[src/rtl/note_seq_ctrl.sv]
// Note-sequence controller: buffers incoming notes, steps them one at a time through an
// external classifier and reports one result per word, with per-type word counters.
module note_seq_ctrl (
    input  logic       clk,
    input  logic       reset,
    input  logic       in_valid,
    output logic       in_ready,
    input  logic [3:0] in_nota,
    input  logic       in_last,
    output logic       cls_reset,
    output logic       cls_ok,
    output logic [3:0] cls_nota,
    input  logic       cls_fim,
    input  logic [1:0] cls_tipo,
    output logic       res_valid,
    input  logic       res_ack,
    output logic [1:0] res_tipo,
    output logic       res_incomplete,
    output logic [7:0] cnt_nulo,
    output logic [7:0] cnt_adj,
    output logic [7:0] cnt_comp,
    output logic [7:0] cnt_adv,
    output logic       busy
);

    typedef enum logic [2:0] {
        StIdle, StLoad, StPulse, StSettle1, StSettle2, StDrain, StReport
    } state_e;

    state_e     r_state;
    state_e     w_state_d;

    logic [4:0] r_fifo [8];
    logic [2:0] r_wptr;
    logic [2:0] r_rptr;
    logic [3:0] r_count;
    logic       w_empty;
    logic       w_full;
    logic       w_push;
    logic       w_pop;
    logic [4:0] w_head;

    logic       r_last;
    logic [3:0] r_cls_nota;
    logic       r_cls_reset;
    logic       r_cls_ok;
    logic       r_res_valid;
    logic [1:0] r_res_tipo;
    logic       r_res_inc;
    logic [7:0] r_cnt [4];

    logic       w_load;
    logic       w_capture;
    logic [1:0] w_cap_tipo;
    logic       w_cap_inc;
    logic       w_cls_reset_d;
    logic       w_cls_ok_d;
    logic       w_res_valid_d;
    logic       w_rpt_enter;
    logic [1:0] w_rpt_tipo;

    assign w_empty  = (r_count == 4'd0);
    assign w_full   = (r_count == 4'd8);
    assign w_push   = in_valid && !w_full;
    assign w_head   = r_fifo[r_rptr];
    assign in_ready = !w_full;

    // Storage needs no reset: occupancy alone decides what is valid.
    always_ff @(posedge clk) begin
        if (w_push) begin
            r_fifo[r_wptr] <= {in_last, in_nota};
        end
    end

    always_ff @(posedge clk or posedge reset) begin
        if (reset) begin
            r_wptr  <= '0;
            r_rptr  <= '0;
            r_count <= '0;
        end else begin
            if (w_push) begin
                r_wptr <= r_wptr + 3'd1;
            end
            if (w_pop) begin
                r_rptr <= r_rptr + 3'd1;
            end
            r_count <= r_count + {3'b000, w_push} - {3'b000, w_pop};
        end
    end

    always_ff @(posedge clk or posedge reset) begin
        if (reset) begin
            r_state <= StIdle;
        end else begin
            r_state <= w_state_d;
        end
    end

    always_comb begin
        w_state_d  = r_state;
        w_pop      = 1'b0;
        w_load     = 1'b0;
        w_capture  = 1'b0;
        w_cap_tipo = 2'b00;
        w_cap_inc  = 1'b0;
        unique case (r_state)
            StIdle: begin
                if (!w_empty) begin
                    w_pop     = 1'b1;
                    w_load    = 1'b1;
                    w_state_d = StLoad;
                end
            end
            StLoad:    w_state_d = StPulse;
            StPulse:   w_state_d = StSettle1;
            StSettle1: w_state_d = StSettle2;
            StSettle2: begin
                if (cls_fim) begin
                    w_capture  = 1'b1;
                    w_cap_tipo = cls_tipo;
                    w_state_d  = r_last ? StReport : StDrain;
                end else if (r_last) begin
                    // Word ended before the classifier decided.
                    w_capture = 1'b1;
                    w_cap_inc = 1'b1;
                    w_state_d = StReport;
                end else if (!w_empty) begin
                    w_pop     = 1'b1;
                    w_load    = 1'b1;
                    w_state_d = StLoad;
                end
            end
            StDrain: begin
                if (!w_empty) begin
                    w_pop = 1'b1;
                    if (w_head[4]) begin
                        w_state_d = StReport;
                    end
                end
            end
            StReport: begin
                if (res_ack) begin
                    w_state_d = StIdle;
                end
            end
            default: w_state_d = StIdle;
        endcase
    end

    // Outputs are decoded from the next state so the registers line up with the state.
    always_comb begin
        w_cls_reset_d = (w_state_d == StIdle);
        w_cls_ok_d    = (w_state_d == StPulse);
        w_res_valid_d = (w_state_d == StReport);
    end

    always_ff @(posedge clk or posedge reset) begin
        if (reset) begin
            r_cls_reset <= 1'b1;
            r_cls_ok    <= 1'b0;
            r_res_valid <= 1'b0;
            r_cls_nota  <= '0;
            r_last      <= 1'b0;
            r_res_tipo  <= 2'b00;
            r_res_inc   <= 1'b0;
        end else begin
            r_cls_reset <= w_cls_reset_d;
            r_cls_ok    <= w_cls_ok_d;
            r_res_valid <= w_res_valid_d;
            if (w_load) begin
                r_cls_nota <= w_head[3:0];
                r_last     <= w_head[4];
            end
            if (w_capture) begin
                r_res_tipo <= w_cap_tipo;
                r_res_inc  <= w_cap_inc;
            end
        end
    end

    assign w_rpt_enter = (w_state_d == StReport) && (r_state != StReport);
    assign w_rpt_tipo  = w_capture ? w_cap_tipo : r_res_tipo;

    always_ff @(posedge clk or posedge reset) begin
        if (reset) begin
            for (int i = 0; i < 4; i++) begin
                r_cnt[i] <= '0;
            end
        end else if (w_rpt_enter && (r_cnt[w_rpt_tipo] != 8'hFF)) begin
            r_cnt[w_rpt_tipo] <= r_cnt[w_rpt_tipo] + 8'd1;
        end
    end

    assign cls_reset      = r_cls_reset;
    assign cls_ok         = r_cls_ok;
    assign cls_nota       = r_cls_nota;
    assign res_valid      = r_res_valid;
    assign res_tipo       = r_res_tipo;
    assign res_incomplete = r_res_inc;
    assign cnt_nulo       = r_cnt[0];
    assign cnt_adj        = r_cnt[1];
    assign cnt_comp       = r_cnt[2];
    assign cnt_adv        = r_cnt[3];
    assign busy           = (r_state != StIdle);

endmodule

[config.mk]
export PLATFORM = sky130hd
export DESIGN_NAME = note_seq_ctrl
export DESIGN_NICKNAME = d
export VERILOG_FILES = /design/src/rtl/note_seq_ctrl.sv
export SDC_FILE = /design/constraint.sdc
export NUM_CORES = 1
export LEC_CHECK = 0
export CAP_MARGIN = 20
export CORE_AREA = 2 2 118 120
export CTS_BUF_LIST = sky130_fd_sc_hd__clkbuf_8
export DETAILED_ROUTE_END_ITERATION = 16
export DIE_AREA = 0 0 120 122
export GPL_TIMING_DRIVEN = 0
export PLACE_DENSITY_LB_ADDON = 0.3
export SYNTH_ARGS = -nofsm -noshare
export SYNTH_HDL_FRONTEND = slang
export SYNTH_SLANG_ARGS = --single-unit
export TNS_END_PERCENT = 30
[constraint.sdc]
create_clock -name clk -period 5.5 [get_ports clk]
set_input_delay 0.55 -clock clk [delete_from_list [all_inputs] [get_ports clk]]
set_output_delay 0.55 -clock clk [all_outputs]
set_load 0.1 [all_outputs]
==> reports/metrics.yaml <==
cts:
  cts-resized-gates: 0
  htree_levels: 3
  worstSkewPairLatency_ps: 380
  clk_path_buf_depth: 2
  ctsHoldBuffers: 0
  cts_tree: "yes"
  cts_setup_buffers: 0
  clkTransAtPathRegs_ps: 100
  cts_inserted_buffers: 9
  cts_num_sinks: 96
  cts_root_buffer: "clkbuf_8"
floorplanning:
  io_pins: 56
  num_rows: 43
  die_height_um: 122
  coreArea_um2: 13500
  die_area_um2: 14640
  start_util_pct: 33.83
  fp.dieW_um: 120
sta:
  clock_skew_ps: 14.03
  setup-violations-final: 0
  finalWorstPathRequiredPeriod_ps: 3638
  fmax_mhz: 274.9
  grt_setup_unrepaired: "false"
  slew_viol_final: 0
  setup_tns_ps: 0
  tightest_slew_ps: 992.6
  fin_crit_sh_pct: 66.14
  finalHoldViolCount: 0
  max_slew_margin_pct: 33.62
cells_and_area:
  seqCellArea_um2: 2604
  drive_gt1_share_pct: 20.96
  nNetsFinal: 413
  multi_input_area_um2: 1842
  fin_cells: 576
  area_growth_pct: 21.61
  antenna_cells: 0
  fill_cells: 1244
grt:
  antenna_found_initial: 0
  grt_pass1_wl_um: 14920
  grt_pass1_vias: 2927
  grt-ovfl-total: 0
  grt_usage_pct: 13.38
  grt_max_degree: 30
drt:
  wirelength_um: 9097
  dr.pass1.iters: 4
  wire_per_inst_um: 15.79
  vias_per_cell: 4.859
  drtIter0Drc: 68
  drc: 0
  ant_nets: 0
  via_count: 2799
place:
  io_buffers: 55
  hpwl_um: 6767
  gp_congestion: 0.8773
  dpl.cell_count: 560
logic_synthesis:
  yosysMostFrequentCell: "dfrtp_1"
  yosys-top-cells-area: "dfrtp_1, edfxtp_1, mux2_4"
  synth_cell_types: 59
  syn_area_um2: 4568
  syn_inst: 324
  synth_warnings: 0
  yosysSeqAreaShare_pct: 57.00
  ys_async_sr_fraction_pct: 58.33
  syn-mean-instance-area_um2: 14.10
  ys_ff_latch: 96
  synth_fp_nets: 346
  netlist_top_cells_count: "dfrtp_1, edfxtp_1, mux2_4, nand2_1"
  synthFlopType: "dfrtp_1"
  synth_top_area_share_pct: 30.13
  synth_edf_count: 40
  synth_top_cell_by_area: "dfrtp_1"
worst_setup_path:
  cpPeakStageDelay_ps: 710
  cp-start-kind: "input port"
  path_class: "input port to flop"
  crit_path_end_kind: "flop"
  cp.required_ps: 5760
  crit_path_max_fanout: 8
  cp_cell_sequence: "clkdlybuf4s50_1, and4bb_1, and2_1, buf_2, nor2_4, inv_2, a211oi_1, a31o_2, inv_1, ha_1, nand2_1, nor3_4, nor4_4, mux2_4"
  crit_slowest_cell: "nor4_4"
  cp.arrival_ps: 3900
worst_hold_path:
  hold_path_class: "flop to flop"
status:
  outcome: "finished clean"
run:
  max_cap_violations: 0
[through the flow]
stage	hold slack (ps)	instance area, um^2	setup slack, ps	util (%)
after floorplan	479.1	4568	2244	-
after global placement	466.1	5344	1470	39.57
after detailed placement	473.8	5364	1414	39.72
after CTS	499.0	5555	1845	41.14
after global routing	525.8	5555	1616	41.14
final	490.8	5555	1862	41.14
[cell families (layout without fill, tap and decap cells)]
logic type	after synthesis	count (layout)	share of synthesized area [%]
AND/OR/NAND/NOR	74	74	9.504
adder cells (fa/ha/maj)	10	10	2.903
XOR/XNOR	12	12	2.301
flip-flops	96	96	57.00
multiplexers	53	53	17.31
buffers and inverters	26	98	2.684
AO/OA/AOI/OAI	53	53	8.299
[path summary, 6_finish.rpt]
check	from	to	slack, ps	cells after the start
worst max-delay path	cls_fim	cnt_nulo[3]$_DFFE_PP0P_	1860	14
worst min-delay path	cls_nota[2]$_DFFE_PP0P_	cls_nota[2]$_DFFE_PP0P_	490	2
worst max register to register	r_state[0]$_DFF_PP0_	cnt_nulo[3]$_DFFE_PP0P_	1930	12
worst min register to register	cls_nota[2]$_DFFE_PP0P_	cls_nota[2]$_DFFE_PP0P_	490	2
max in group asynchronous	reset	cls_reset$_DFF_PP1_	4280	3
min in group asynchronous	reset	cls_nota[0]$_DFFE_PP0P_	560	2
[per-layer routing]
metal / routed length (um) / global-route usage [%]
met1: 3935 / 15.60
met5: 0 / 0
met3: 339 / 3.511
met4: 175 / 6.250
met2: 4646 / 23.05
[cell usage in the layout, fill, tap and decap left out, types with 2 or more instances in the layout]
master | netlist | routed
dfrtp_1 | 55 | 55
clkdlybuf4s50_1 | 0 | 55
edfxtp_1 | 40 | 40
nand2_1 | 24 | 24
mux2_4 | 24 | 24
nor2_1 | 15 | 15
o21ai_0 | 15 | 15
mux4_2 | 10 | 10
inv_1 | 11 | 10
ha_1 | 9 | 9
clkbuf_8 | 0 | 9
nand3_1 | 7 | 7
mux2i_1 | 7 | 7
mux2_1 | 7 | 7
clkbuf_1 | 6 | 6
xor2_1 | 6 | 6
xnor2_1 | 6 | 6
mux2_2 | 5 | 5
o21ai_1 | 5 | 5
a32oi_1 | 5 | 5
a311oi_1 | 5 | 5
nor3_1 | 4 | 4
inv_8 | 0 | 4
buf_2 | 3 | 3
a211oi_1 | 3 | 3
buf_4 | 3 | 3
a22oi_1 | 3 | 3
nand2b_1 | 3 | 3
a21oi_1 | 3 | 3
and2_1 | 2 | 2
inv_2 | 1 | 2
and3_1 | 2 | 2
a31o_2 | 2 | 2
nand3b_1 | 2 | 2
or4_1 | 2 | 2
nor4_1 | 2 | 2
nor4_4 | 2 | 2
[flip-flops by register name, indices dropped and copies added (netlist names)]
register and flops:
r_fifo 40, r_last 1, cnt_nulo 8, res_tipo 2
cnt_comp 8, cls_ok 1, cnt_adj 8, cls_nota 4
cnt_adv 8, res_incomplete 1, r_rptr 3, res_valid 1
r_wptr 3, r_count 4, cls_reset 1, r_state 3
[critical path, delay by kind of cell]
kind	cells	cell delay, ps
buffers and inverters	4	820
AND/OR/NAND/NOR	6	1530
multiplexers	1	350
AO/OA/AOI/OAI	2	410
adder cells (fa/ha/maj)	1	230
[area by class of cell]
class / count / area share, %
clock buffer: 9 / 2.230
multi-input combinational: 202 / 33.15
clock inverter: 7 / 1.216
inverter: 13 / 0.9234
sequential: 96 / 46.87
timing repair buffer: 56 / 10.27
tap: 180 / 4.054
buffer: 13 / 1.284
Power is not shown: default switching activity piles up to over one toggle a cycle in this logic, so the estimate is an artifact.
